===== config.mk =====
export PLATFORM = sky130hd
export DESIGN_NAME = wbuf_send_multi
export DESIGN_NICKNAME = d
export VERILOG_FILES = /design/src/rtl/wbuf_send_multi.sv
export SDC_FILE = /design/constraint.sdc
export NUM_CORES = 1
export LEC_CHECK = 0
export ABC_AREA = 1
export ABC_CLOCK_PERIOD_IN_PS = 6810
export CORE_ASPECT_RATIO = 0.8
export CORE_MARGIN = 2
export CORE_UTILIZATION = 50
export CTS_BUF_LIST = sky130_fd_sc_hd__clkbuf_8
export CTS_CLUSTER_SIZE = 14
export DETAILED_ROUTE_END_ITERATION = 12
export PLACE_DENSITY = 0.81
export SYNTH_ARGS = -nofsm -noshare
export SYNTH_HDL_FRONTEND = slang
export SYNTH_SLANG_ARGS = --single-unit

===== constraint.sdc =====
create_clock -name CLK -period 6.81 [get_ports CLK]
set_input_delay 2.043 -clock CLK [delete_from_list [all_inputs] [get_ports CLK]]
set_output_delay 2.043 -clock CLK [all_outputs]
set_load 0.1 [all_outputs]

===== src/rtl/wbuf_send_multi.sv =====
// Weight send engine: streams SRAM X words into one or more weight buffers,
// sequentially per channel or broadcast, with stride, stall and read-latency alignment.
module wbuf_send_multi #(
    parameter int unsigned ADDR_W   = 16,
    parameter int unsigned NCH      = 6,
    parameter int unsigned CNT_W    = 8,
    parameter int unsigned STRIDE_W = 8,
    parameter int unsigned RD_LAT   = 1
) (
    input  logic                CLK,
    input  logic                RSTL,
    input  logic                PURGE,
    input  logic                WBUF_SEND,
    input  logic [ADDR_W-1:0]   BASE_ADDR,
    input  logic [CNT_W-1:0]    COUNT,
    input  logic [STRIDE_W-1:0] STRIDE,
    input  logic [NCH-1:0]      CH_MASK,
    input  logic                MODE,
    input  logic                MBUSYX,
    output logic [ADDR_W-1:0]   RADDRX,
    output logic                RCEBX,
    output logic                WBUF_EN,
    output logic [NCH-1:0]      WBUF_EN_CTRL,
    output logic                WBUF_BUSY,
    output logic                WBUF_DONE
);

    localparam int unsigned DRN_W = (RD_LAT > 1) ? $clog2(RD_LAT) : 1;

    typedef enum logic [1:0] {IDLE, READ, DRAIN} state_t;

    state_t              state_q, state_d;
    logic [ADDR_W-1:0]   addr_q, addr_d;
    logic [CNT_W-1:0]    remain_q, remain_d;
    logic [CNT_W-1:0]    count_q, count_d;
    logic [NCH-1:0]      mask_q, mask_d;
    logic [NCH-1:0]      tag_q, tag_d;
    logic [STRIDE_W-1:0] stride_q, stride_d;
    logic                mode_q, mode_d;
    logic [DRN_W-1:0]    drain_q, drain_d;
    logic [ADDR_W-1:0]   raddr_d;
    logic                rceb_d, busy_d, done_d, issue;
    logic [NCH-1:0]      low, rest;

    logic [RD_LAT-1:0]   pipe_en;
    logic [NCH-1:0]      pipe_tag [RD_LAT];

    // Next-state and registered-output logic; IDLE latches the request and
    // the first read shares the issue path through the *_d values.
    always_comb begin
        state_d  = state_q;
        addr_d   = addr_q;
        remain_d = remain_q;
        count_d  = count_q;
        mask_d   = mask_q;
        tag_d    = tag_q;
        stride_d = stride_q;
        mode_d   = mode_q;
        drain_d  = drain_q;
        raddr_d  = RADDRX;
        rceb_d   = 1'b1;
        busy_d   = WBUF_BUSY;
        done_d   = 1'b0;
        issue    = 1'b0;
        low      = '0;
        rest     = '0;

        case (state_q)
            IDLE: begin
                busy_d = 1'b0;
                if (WBUF_SEND) begin
                    addr_d   = BASE_ADDR;
                    remain_d = COUNT;
                    count_d  = COUNT;
                    mask_d   = CH_MASK;
                    stride_d = STRIDE;
                    mode_d   = MODE;
                    busy_d   = 1'b1;
                    if (COUNT == '0 || CH_MASK == '0) begin
                        state_d = DRAIN;
                        done_d  = 1'b1;
                    end else begin
                        state_d = READ;
                        issue   = !MBUSYX;
                    end
                end
            end
            READ: issue = !MBUSYX;
            DRAIN: begin
                if (WBUF_DONE) begin
                    state_d = IDLE;
                    busy_d  = 1'b0;
                end else if (drain_q == '0) begin
                    done_d = 1'b1;
                end else begin
                    drain_d = drain_q - DRN_W'(1);
                end
            end
            default: state_d = IDLE;
        endcase

        if (issue) begin
            low     = mask_d & (~mask_d + NCH'(1));
            rest    = mask_d & ~low;
            tag_d   = mode_d ? mask_d : low;
            raddr_d = addr_d;
            rceb_d  = 1'b0;
            addr_d  = addr_d + ADDR_W'(stride_d);
            if (remain_d == CNT_W'(1)) begin
                if (mode_d || rest == '0) begin
                    state_d = DRAIN;
                    drain_d = DRN_W'(RD_LAT - 1);
                end else begin
                    mask_d   = rest;
                    remain_d = count_d;
                end
            end else begin
                remain_d = remain_d - CNT_W'(1);
            end
        end

        if (PURGE) begin
            state_d  = IDLE;
            addr_d   = '0;
            remain_d = '0;
            count_d  = '0;
            mask_d   = '0;
            tag_d    = '0;
            stride_d = '0;
            mode_d   = 1'b0;
            drain_d  = '0;
            raddr_d  = '0;
            rceb_d   = 1'b1;
            busy_d   = 1'b0;
            done_d   = 1'b0;
        end
    end

    always_ff @(posedge CLK or negedge RSTL) begin
        if (!RSTL) begin
            state_q   <= IDLE;
            addr_q    <= '0;
            remain_q  <= '0;
            count_q   <= '0;
            mask_q    <= '0;
            tag_q     <= '0;
            stride_q  <= '0;
            mode_q    <= 1'b0;
            drain_q   <= '0;
            RADDRX    <= '0;
            RCEBX     <= 1'b1;
            WBUF_BUSY <= 1'b0;
            WBUF_DONE <= 1'b0;
        end else begin
            state_q   <= state_d;
            addr_q    <= addr_d;
            remain_q  <= remain_d;
            count_q   <= count_d;
            mask_q    <= mask_d;
            tag_q     <= tag_d;
            stride_q  <= stride_d;
            mode_q    <= mode_d;
            drain_q   <= drain_d;
            RADDRX    <= raddr_d;
            RCEBX     <= rceb_d;
            WBUF_BUSY <= busy_d;
            WBUF_DONE <= done_d;
        end
    end

    // Read-latency delay line: buffer strobe lines up with returning SRAM data.
    always_ff @(posedge CLK or negedge RSTL) begin
        if (!RSTL) begin
            pipe_en <= '0;
            for (int i = 0; i < RD_LAT; i++) pipe_tag[i] <= '0;
        end else if (PURGE) begin
            pipe_en <= '0;
            for (int i = 0; i < RD_LAT; i++) pipe_tag[i] <= '0;
        end else begin
            pipe_en[0]  <= ~RCEBX;
            pipe_tag[0] <= RCEBX ? '0 : tag_q;
            for (int i = 1; i < RD_LAT; i++) begin
                pipe_en[i]  <= pipe_en[i-1];
                pipe_tag[i] <= pipe_tag[i-1];
            end
        end
    end

    assign WBUF_EN      = pipe_en[RD_LAT-1];
    assign WBUF_EN_CTRL = pipe_tag[RD_LAT-1];

endmodule


Yosys cells after proc, flatten, opt, wreduce, memory -nomap -nowiden
Cells that the tools add are included.

Output and inout bits: 26. Word-level logic and storage cells: 101. Register bits after elaboration: 82. Bits of input ports: 44.

Reduce and logical (&&, ||, !) cells: 10. Multiplexer cells: 63. Add/sub/neg operators: 4. Equality and inequality tests: 4. Bitwise operators: 5.

Operators with widths (number): 16-bit 2-to-1 mux (6); 8-bit 2-to-1 mux (12); 6-bit 2-to-1 mux (11); 1-bit 2-to-1 mux (23); 16-bit by 8-bit adder with 16-bit output (1); 2-bit 2-to-1 mux (7); 6-bit AND (2); 6-bit logical NOT (2); 6-bit NOT (2); 8-bit by 1-bit == test with 1-bit output, second input constant (1); 8-bit logical NOT (1); 8-bit by 1-bit subtractor with 8-bit output, second input constant (1); 6-bit by 1-bit adder with 6-bit output, second input constant (1); 1-bit one-hot mux with 2 select lines (3); 2-bit one-hot mux with 3 select lines (1); 3-bit != test, second input constant (1); 3-bit nonzero test (1); 2-bit by 1-bit == test with 1-bit output, second input constant (1); 2-bit == test, second input constant (1); 2-bit logical NOT (1); 1-bit logical OR (2); 2-bit AND reduction (1); 2-bit nonzero test (1); 1-bit logical NOT (1); 2 further kinds (2).

Logic depth before layout (Yosys ltp)
Gate-level depths: netlist of run 1.

Word-level depth: 13. Gate-level depth with buffers: 21. Depth with buffers taken out: 19.

Worst setup path before layout of run 1
No wires, ideal clock.

Kind: input port to flip-flop. From: in WBUF_SEND. To: reg addr_q[12]. Slack: 2.223 ns. Buffers on the path: 3. Stages: 19. Library setup time: 0.071 ns. Data arrival time: 4.516 ns. Required time: 6.739 ns. Cell sequence: buf_2 nand2_8 buf_6 clkbuf_1 nand2_1 and2_1 inv_1 ha_1 inv_1 fa_1 o21ai_0 nand2_1 nand2_1 nand3_1 nand2_1 nand3_1 o21ai_0 inv_1 nor2_1.

Longest elaborated chain between the ends: 5. Elaborated cells between the ends (all ways): 9. Classes of those cells: add/sub (1); mux (8).

Ends and longest elaborated chain: start: declaration (line 13) `input logic WBUF_SEND,`; 16-bit 2-to-1 mux / 8-bit 2-to-1 mux (equally long branches) (line 71) `if (WBUF_SEND) begin`; 16-bit 2-to-1 mux / 8-bit 2-to-1 mux (equally long branches) (line 68) `case (state_q)`; 16-bit by 8-bit adder with 16-bit output (line 108) `addr_d = addr_d + ADDR_W'(stride_d);`; 16-bit 2-to-1 mux * (line 102) `if (issue) begin`; 16-bit 2-to-1 mux * (line 122) `if (PURGE) begin`; named net addr_d[12] (line 33) `logic [ADDR_W-1:0] addr_q, addr_d;`; end signal: assignment (line 156) `addr_q <= addr_d;`; end: declaration (line 33).

Mark *: on every way through the listed nets, which the timed path passes. The rest lies on a longest branch. A chain may end at the register's enable or synchronous reset.

Worst setup path in the final report of run 1
Ends and elaborated chain as after synthesis.

==> metrics.md, run 1 <==
| Metric | Value |
|---|---|
| CTS max path bufs | 2 |
| Core Area | 0.00908 mm2 |
| Final setup fails | 0 |
| Hold path start | RADDRX[4] |
| Boundary Pins | 70 |
| Layout Cells excl Fill | 794 |
| Tightest Hold Check Type | reg2reg |
| Crit path kind | in2reg |
| Routing usage on met1 | 33.6% |
| DRT antenna net count | 0 |
| Detailed placement HPWL | 8260 um |
| Gr usage total | 24.5% |
| Share of the synthesized area in the top cell type | 43.3% |
| Vias in the first global route | 4186 |
| Peak VDD IR | 158 uV |
| Vias | 4267 |
| Most common cell in the netlist | nand2_1 |
| Unrepaired setup endpoints after global routing | no |
| Min Clock Period, post-route | 5.11 ns |
| Pwr dens | 230 mW/mm2 |
| Die height | 90.5 um |
| TritonCTS clock tree | yes |
| Area grow syn2layout | 19.7% |
| Maxcap violations | 0 |
| Worst reg2reg path startpoint | state_q[0] |
| Reg2reg setup slack | 3.49 ns |
| Primary FF master, synth | dfrtp_1 |
| DRC viols | 0 |
| Ys async rst share | 100% |
| LEAKAGE | 2.83 nW |
| Post_cts resized | 0 |
| DR pass1 iterations | 6 |
| Dpl cells | 779 |
| Slew of the pin with the lowest slew margin | 1.02 ns |
| Post-synth top cells | nand2_1 (176), dfrtp_1 (81), inv_1 (68) |
| Hold worst-path end | RADDRX[4] |
| Initial antenna violation count | 0 |
| Worst slew margin | 30.1% |
| Vias per cell | 5.37 |
| Worst clock skew | 0.0120 ns |
| Fill cells | 827 |
| Endpoint type of the worst setup path | register |
| Post-Syn Area | 0.00468 mm2 |
| Cells after synthesis | 613 |
| Met3 GRT Util | 6.51% |
| Worst r2r dst | addr_q[13] |
| Slowest cell on crit path | clkdlybuf4s50_1 |
| Port Buffers | 69 |
| Hold buffer count at CTS | 0 |
| Chip width | 112 um |
| Layout cells sized above 1 | 10.5% |
| First-pass GRT wire length | 20000 um |
| Clock transition at path regs | 0.09 ns |
| Starting Density | 51.6% |
| Clock Sink Count | 82 |
| Largest area contributor in the netlist | dfrtp_1 |
| Largest net degree at the start of global routing | 83 |
| Global Route met2 Usage | 37.4% |
| Root Driver | clkbuf_8 |
| Setup bufs post-CTS | 0 |
| Period utilization | 75.1% |
| Mapped Nets | 668 |
| Cts bufs inserted | 9 |
| Cells on Worst Hold Path | 2 |
| Status | finished clean |
| Row cnt | 31 |
| Pins over their slew limit | 0 |
| EDFF count, synth | 0 |
| Crit path max fanout | 11 |
| Htree depth | 3 |
| Synth Area per Inst | 7.64 um2 |
| Warnings, synthesis | 0 |
| Fin nets | 730 |
| Synth Register Bits | 82 |
| Die area | 0.0102 mm2 |
| WP data required | 7.12 ns |
| Post-route setup TNS | 0 ns |
| Final wirelength | 11800 um |
| Clk_lat worst skew | 0.37 ns |
| Crit path largest cell delay | 0.79 ns |
| FF-to-FF path depth | 16 |
| Ant. Diodes | 0 |
| Gpl congestion | 0.914 |
| Fmax | 196 MHz |
| 1st-iter DRT viols | 256 |
| GR peak layer | met2 |
| Register area share after synthesis | 43.9% |
| Avg WL per Cell | 14.8 um |
| Final hold violations | 0 |
| Synth unique cells | 43 |
| Synth top area cells | dfrtp_1 (43%), nand2_1 (14%), inv_1 (5.5%) |
| CP Launch Type | input port |
| Worst path arrival time | 5.42 ns |
| Global route total overflow | 0 |
| CP cell instances | clkdlybuf4s50_1 -> nand2_2 -> nor2_4 -> or2_2 -> o21ai_0 -> inv_1 -> ha_1 -> inv_1 -> fa_1 -> o21ai_0 -> nand2_1 -> nand2_1 -> nand3_1 -> nand2_1 -> nand3_1 -> o21ai_0 -> inv_1 -> nor2_1 |
-- final cells by class --
cell class              count  area (um2)  area share, %
clock buffers              10         138           2.46
clock inverters             5        47.5          0.849
inverters                  74         279           4.98
multi-input cells         436        2230           39.8
flip-flops and latches     82        2050           36.7
well taps                 115         144           2.57
repair buffers             72         711           12.7
-- registers in the layout, summed over array words and instances (netlist names) --
register      flops
WBUF_BUSY         1
addr_q           16
count_q           8
tag_q             6
mask_q            6
drain_q           1
WBUF_DONE         1
stride_q          8
state_q           2
RCEBX             1
mode_q            1
RADDRX           16
WBUF_EN_CTRL      6
remain_q          8
WBUF_EN           1
-- per-layer routing --
layer  vias to the layer above  share of wire [%]
met3                        27                7.3
met2                       159                 45
met4                         0                2.3
met1                      2035                 45
met5                         -                  0
li1                       2046                  -
-- cells in the final DEF, fill, tap and decap left out, types with 7 or more instances in the layout --
| cell type | n |
|---|---|
| dfrtp_1 | 81 |
| a21oi_1 | 25 |
| nand2_2 | 14 |
| and2_1 | 8 |
| nor2_2 | 7 |
| clkdlybuf4s50_1 | 68 |
| or2_2 | 10 |
| ha_1 | 10 |
| clkbuf_8 | 10 |
| nand3_1 | 32 |
| o22ai_1 | 10 |
| nor2_1 | 57 |
| nand4_1 | 7 |
| xor2_1 | 7 |
| o21ai_0 | 39 |
| inv_1 | 70 |
| nand2_1 | 176 |
-- cell families (layout without fill, tap and decap cells) --
group	Yosys count	count (layout)	synth area share (%)
compound gates	83	83	9.70
xor+xnor	11	11	2.06
fa+ha+maj	11	11	3.10
buf+inv	95	161	8.50
flops	82	82	43.9
mux	1	1	0.214
simple gates	330	330	32.6
-- stage by stage --
stage | utilization, % | hold slack (ns) | total power, mW | cell area (um2) | setup WS [ns]
floorplan | - | 0.457 | 0.836 | 4680 | 2.22
global placement | 59.7 | 0.470 | 0.931 | 5420 | 1.46
detailed placement | 59.7 | 0.478 | 0.943 | 5420 | 1.34
CTS | 61.7 | 0.499 | 1.30 | 5600 | 1.74
global route | 61.7 | 0.525 | 1.36 | 5600 | 1.35
finish | 61.7 | 0.489 | 1.29 | 5600 | 1.70
-- power by group --
group | switching, mW | internal [mW] | total [mW]
combinational | 0.271 | 0.133 | 0.403
sequential | 0.0142 | 0.522 | 0.537
clock | 0.174 | 0.174 | 0.348
total | 0.459 | 0.829 | 1.29
-- how the worst max path moves through the flow --
| stage | from | endpoint | slack (ns) |
|---|---|---|---|
| global route | WBUF_SEND | addr_q[15] | 1.35 |
| floorplan | WBUF_SEND | addr_q[12] | 2.22 |
| CTS | WBUF_SEND | addr_q[15] | 1.74 |
| detailed placement | WBUF_SEND | addr_q[15] | 1.34 |
| global placement | WBUF_SEND | addr_q[15] | 1.46 |
| finish | WBUF_SEND | addr_q[12] | 1.70 |
-- critical path: cells and delay by family --
family,cells,cell delay [ns]
and+or+nand+nor,9,1.15
AOI/OAI and AO/OA,3,0.67
adders and majority gates,2,0.57
buffers and inverters,4,0.99
(Power assumes the default switching activity.)
==> run 2, diff against run 1 <==
--- a/config.mk
+++ b/config.mk
@@ -6,7 +6,7 @@
 export NUM_CORES = 1
 export LEC_CHECK = 0
 export ABC_AREA = 1
-export ABC_CLOCK_PERIOD_IN_PS = 6810
+export ABC_CLOCK_PERIOD_IN_PS = 5200
 export CORE_ASPECT_RATIO = 0.8
 export CORE_MARGIN = 2
 export CORE_UTILIZATION = 50
==> constraint.sdc (replaced) <==
create_clock -name CLK -period 5.2 [get_ports CLK]
set_input_delay 1.56 -clock CLK [delete_from_list [all_inputs] [get_ports CLK]]
set_output_delay 1.56 -clock CLK [all_outputs]
set_load 0.1 [all_outputs]
==> run 2 against run 1 <==
Cell count up 0.88%. Count of clock-buffer cells in the layout unchanged. Combinational power is 33% higher. Flip-flop and latch count unchanged. Wire length up 0.93%. Sequential power up 31%. Die area stayed put. Setup slack got worse by 0.88 ns. Non-clock buffer count grew 6. Sequential share of layout area is 0.41 points lower.
==> metrics.md, run 2 (synthesis results as in run 1) <==
| Metric | Value |
|---|---|
| Internal | 1.10 mW (+32%) |
| Final hold violations | 0 (unchanged) |
| Setup bufs post-CTS | 0 (unchanged) |
| Chip width | 112 um (unchanged) |
| Seq pwr share | 41.0% (-0.7 points) |
| Crit path largest cell delay | 0.53 ns (-0.26 ns) |
| Final setup fails | 0 (unchanged) |
| Buf+Inv Stages, Crit Path | 2 (-2) |
| Core Area | 0.00908 mm2 (unchanged) |
| Gpl congestion | 0.939 (+2.8%) |
| Worst r2r dst | addr_q[10] |
| Worst slew margin | 32.1% (+2.0 points) |
| Most common cell after layout, fill and taps aside | nand2_1 |
| DRC viols | 0 (unchanged) |
| Detailed placement HPWL | 8560 um (+3.6%) |
| CP top delay family | simple AND/OR/NAND/NOR gates |
| TritonCTS clock tree | yes |
| Tightest Hold Check Type | reg2reg |
| Hold worst-path end | RADDRX[3] |
| DR pass1 iterations | 5 (-1) |
| Clk_lat worst skew | 0.37 ns (about the same) |
| WP data required | 5.45 ns (-1.67 ns) |
| Most frequent cells in the layout | nand2_1 (176), dfrtp_1 (81), inv_1 (68), clkdlybuf4s50_1 (68), nor2_1 (57) |
| LEAKAGE | 2.85 nW (+0.67%) |
| Htree depth | 3 (unchanged) |
| Ant. Diodes | 0 (unchanged) |
| Post_cts resized | 0 (unchanged) |
| Layout cells sized above 1 | 11.7% (+1.2 points) |
| Fmax | 228 MHz |
| Unrepaired setup endpoints after global routing | no |
| Pwr dens | 302 mW/mm2 (+32%) |
| Area grow syn2layout | 21.0% |
| Vias | 4284 (+0.40%) |
| First-pass GRT wire length | 19700 um (-1.3%) |
| Clock transition at path regs | 0.09 ns (about the same) |
| Root Driver | clkbuf_8 |
| Cells on Worst Hold Path | 2 (unchanged) |
| FF-to-FF path depth | 15 (-1) |
| Worst reg2reg path startpoint | state_q[0] |
| CP cell instances | clkdlybuf4s50_1 -> nand2_2 -> nor2_4 -> buf_4 -> or2_2 -> o21ai_0 -> fa_1 -> o21ai_0 -> nand2_1 -> nand2_1 -> nand3_1 -> nand2_1 -> nand3_1 -> o21ai_0 -> a21oi_1 |
| Starting Density | 51.6% (unchanged) |
| Boundary Pins | 70 (unchanged) |
| Hold path start | RADDRX[3] |
| Fin nets | 736 (+0.82%) |
| Initial antenna violation count | 0 (unchanged) |
| Crit path max fanout | 11 (unchanged) |
| Pins over their slew limit | 0 (unchanged) |
| Worst clock skew | 0.0122 ns (+0.000142 ns) |
| Min Clock Period, post-route | 4.39 ns |
| 1st-iter DRT viols | 284 (+11%) |
| Vias in the first global route | 4169 (-0.41%) |
| Row cnt | 31 (unchanged) |
| Worst Setup SP | WBUF_SEND |
| Slew of the pin with the lowest slew margin | 1.02 ns (-0.00149 ns) |
| Hold buffer count at CTS | 0 (unchanged) |
| DRT antenna net count | 0 (unchanged) |
| Clock Sink Count | 82 (unchanged) |
| Clock power share | 27.7% (+0.7 points) |
| Die area | 0.0102 mm2 (unchanged) |
| Crit path kind | in2reg |
| Endpoint type of the worst setup path | register |
| Peak VDD IR | 229 uV (+45%) |
| Cts bufs inserted | 9 (unchanged) |
| Status | finished clean |
| CP Launch Type | input port |
| Die height | 90.5 um (unchanged) |
| Final wirelength | 11900 um (+0.93%) |
| Vias per cell | 5.35 (-0.48%) |
| Worst path arrival time | 4.64 ns (-0.78 ns) |
| Reg2reg setup slack | 2.00 ns (-1.49 ns) |
| Post-route setup TNS | 0 ns (unchanged) |
| Combinational share of power | 31.3% (about the same) |
| Net Sw Frac | 35.9% (+0.30 points) |
| Switch Pwr | 616 uW (+34%) |
| Regs by FF count | RADDRX: 16 flops, addr_q: 16 flops |
| Slowest cell on crit path | clkdlybuf4s50_1 |
| Maxcap violations | 0 (unchanged) |
| Gr usage total | 24.3% (-0.27 points) |
| Hold WS | 0.496 ns (+0.00639 ns) |
| Period utilization | 84.4% |
| Global route total overflow | 0 (unchanged) |
| Fill cells | 790 (-4.5%) |
| Largest net degree at the start of global routing | 83 (unchanged) |
| CTS max path bufs | 2 (unchanged) |
| Avg WL per Cell | 14.8 um (about the same) |
| Port Buffers | 69 (unchanged) |
==> run 2: cell count changes in the layout (fill, tap and decap cells not counted) <==
cell        change
inv_1           -2
clkinvlp_4      +3
clkinv_2        -1
clkinv_4        +1
buf_4           +6
==> run 2: worst max path at each step <==
stage,end,slack (ns),cells after the start
global placement,addr_q[12],0.72,16
detailed placement,addr_q[12],0.52,16
CTS,addr_q[10],0.89,15
finish,addr_q[10],0.81,15
floorplan,addr_q[12],1.10,19
global route,addr_q[10],0.64,16
==> run 2: power groups by stage <==
stage | Combinational, mW | Clock, mW | Sequential (mW)
after CTS | 0.533 | 0.486 | 0.702
after global placement | 0.512 | 0 | 0.713
after detailed placement | 0.529 | 0 | 0.714
after global routing | 0.589 | 0.508 | 0.707
final | 0.537 | 0.474 | 0.702
after floorplan | 0.317 | 0 | 0.778
==> run 2: routing by layer <==
| metal | routed length, um | vias to the layer above | track usage (%) | part of all wire, % |
|---|---|---|---|---|
| met4 | 227 | 0 | 8.13 | 1.9 |
| li1 | - | 2067 | - | - |
| met3 | 986 | 19 | 6.98 | 8.3 |
| met5 | 0 | - | 0 | 0 |
| met2 | 5380 | 187 | 37.8 | 45 |
| met1 | 5270 | 2011 | 32.7 | 44 |
==> run 2: final cells by class <==
| type | instances | area, um2 | share of cell area [%] |
|---|---|---|---|
| multi-input cells | 436 | 2230 | 39.4 |
| clock buffers | 10 | 138 | 2.43 |
| flip-flops and latches | 82 | 2050 | 36.2 |
| clock inverters | 6 | 66.3 | 1.17 |
| repair buffers | 78 | 756 | 13.3 |
| inverters | 74 | 279 | 4.92 |
| well taps | 115 | 144 | 2.54 |
==> run 2: per-stage QoR <==
step                setup WS [ns]  cell area [um2]  total power [mW]  cells  util (%)
floorplan                    1.10             4680              1.09    613         -
global placement            0.722             5460              1.23    785      60.2
detailed placement          0.525             5460              1.24    785      60.2
CTS                         0.889             5670              1.72    801      62.4
global route                0.645             5670              1.80    801      62.4
finish                      0.814             5670              1.71    801      62.4
==> run 2: tightest hold or removal path, delay by kind of cell, from the launching register on <==
family,cells,cell delay (ns)
AND/OR/NAND/NOR,1,0.05
flip-flops,1,0.36
AO/OA/AOI/OAI,1,0.05
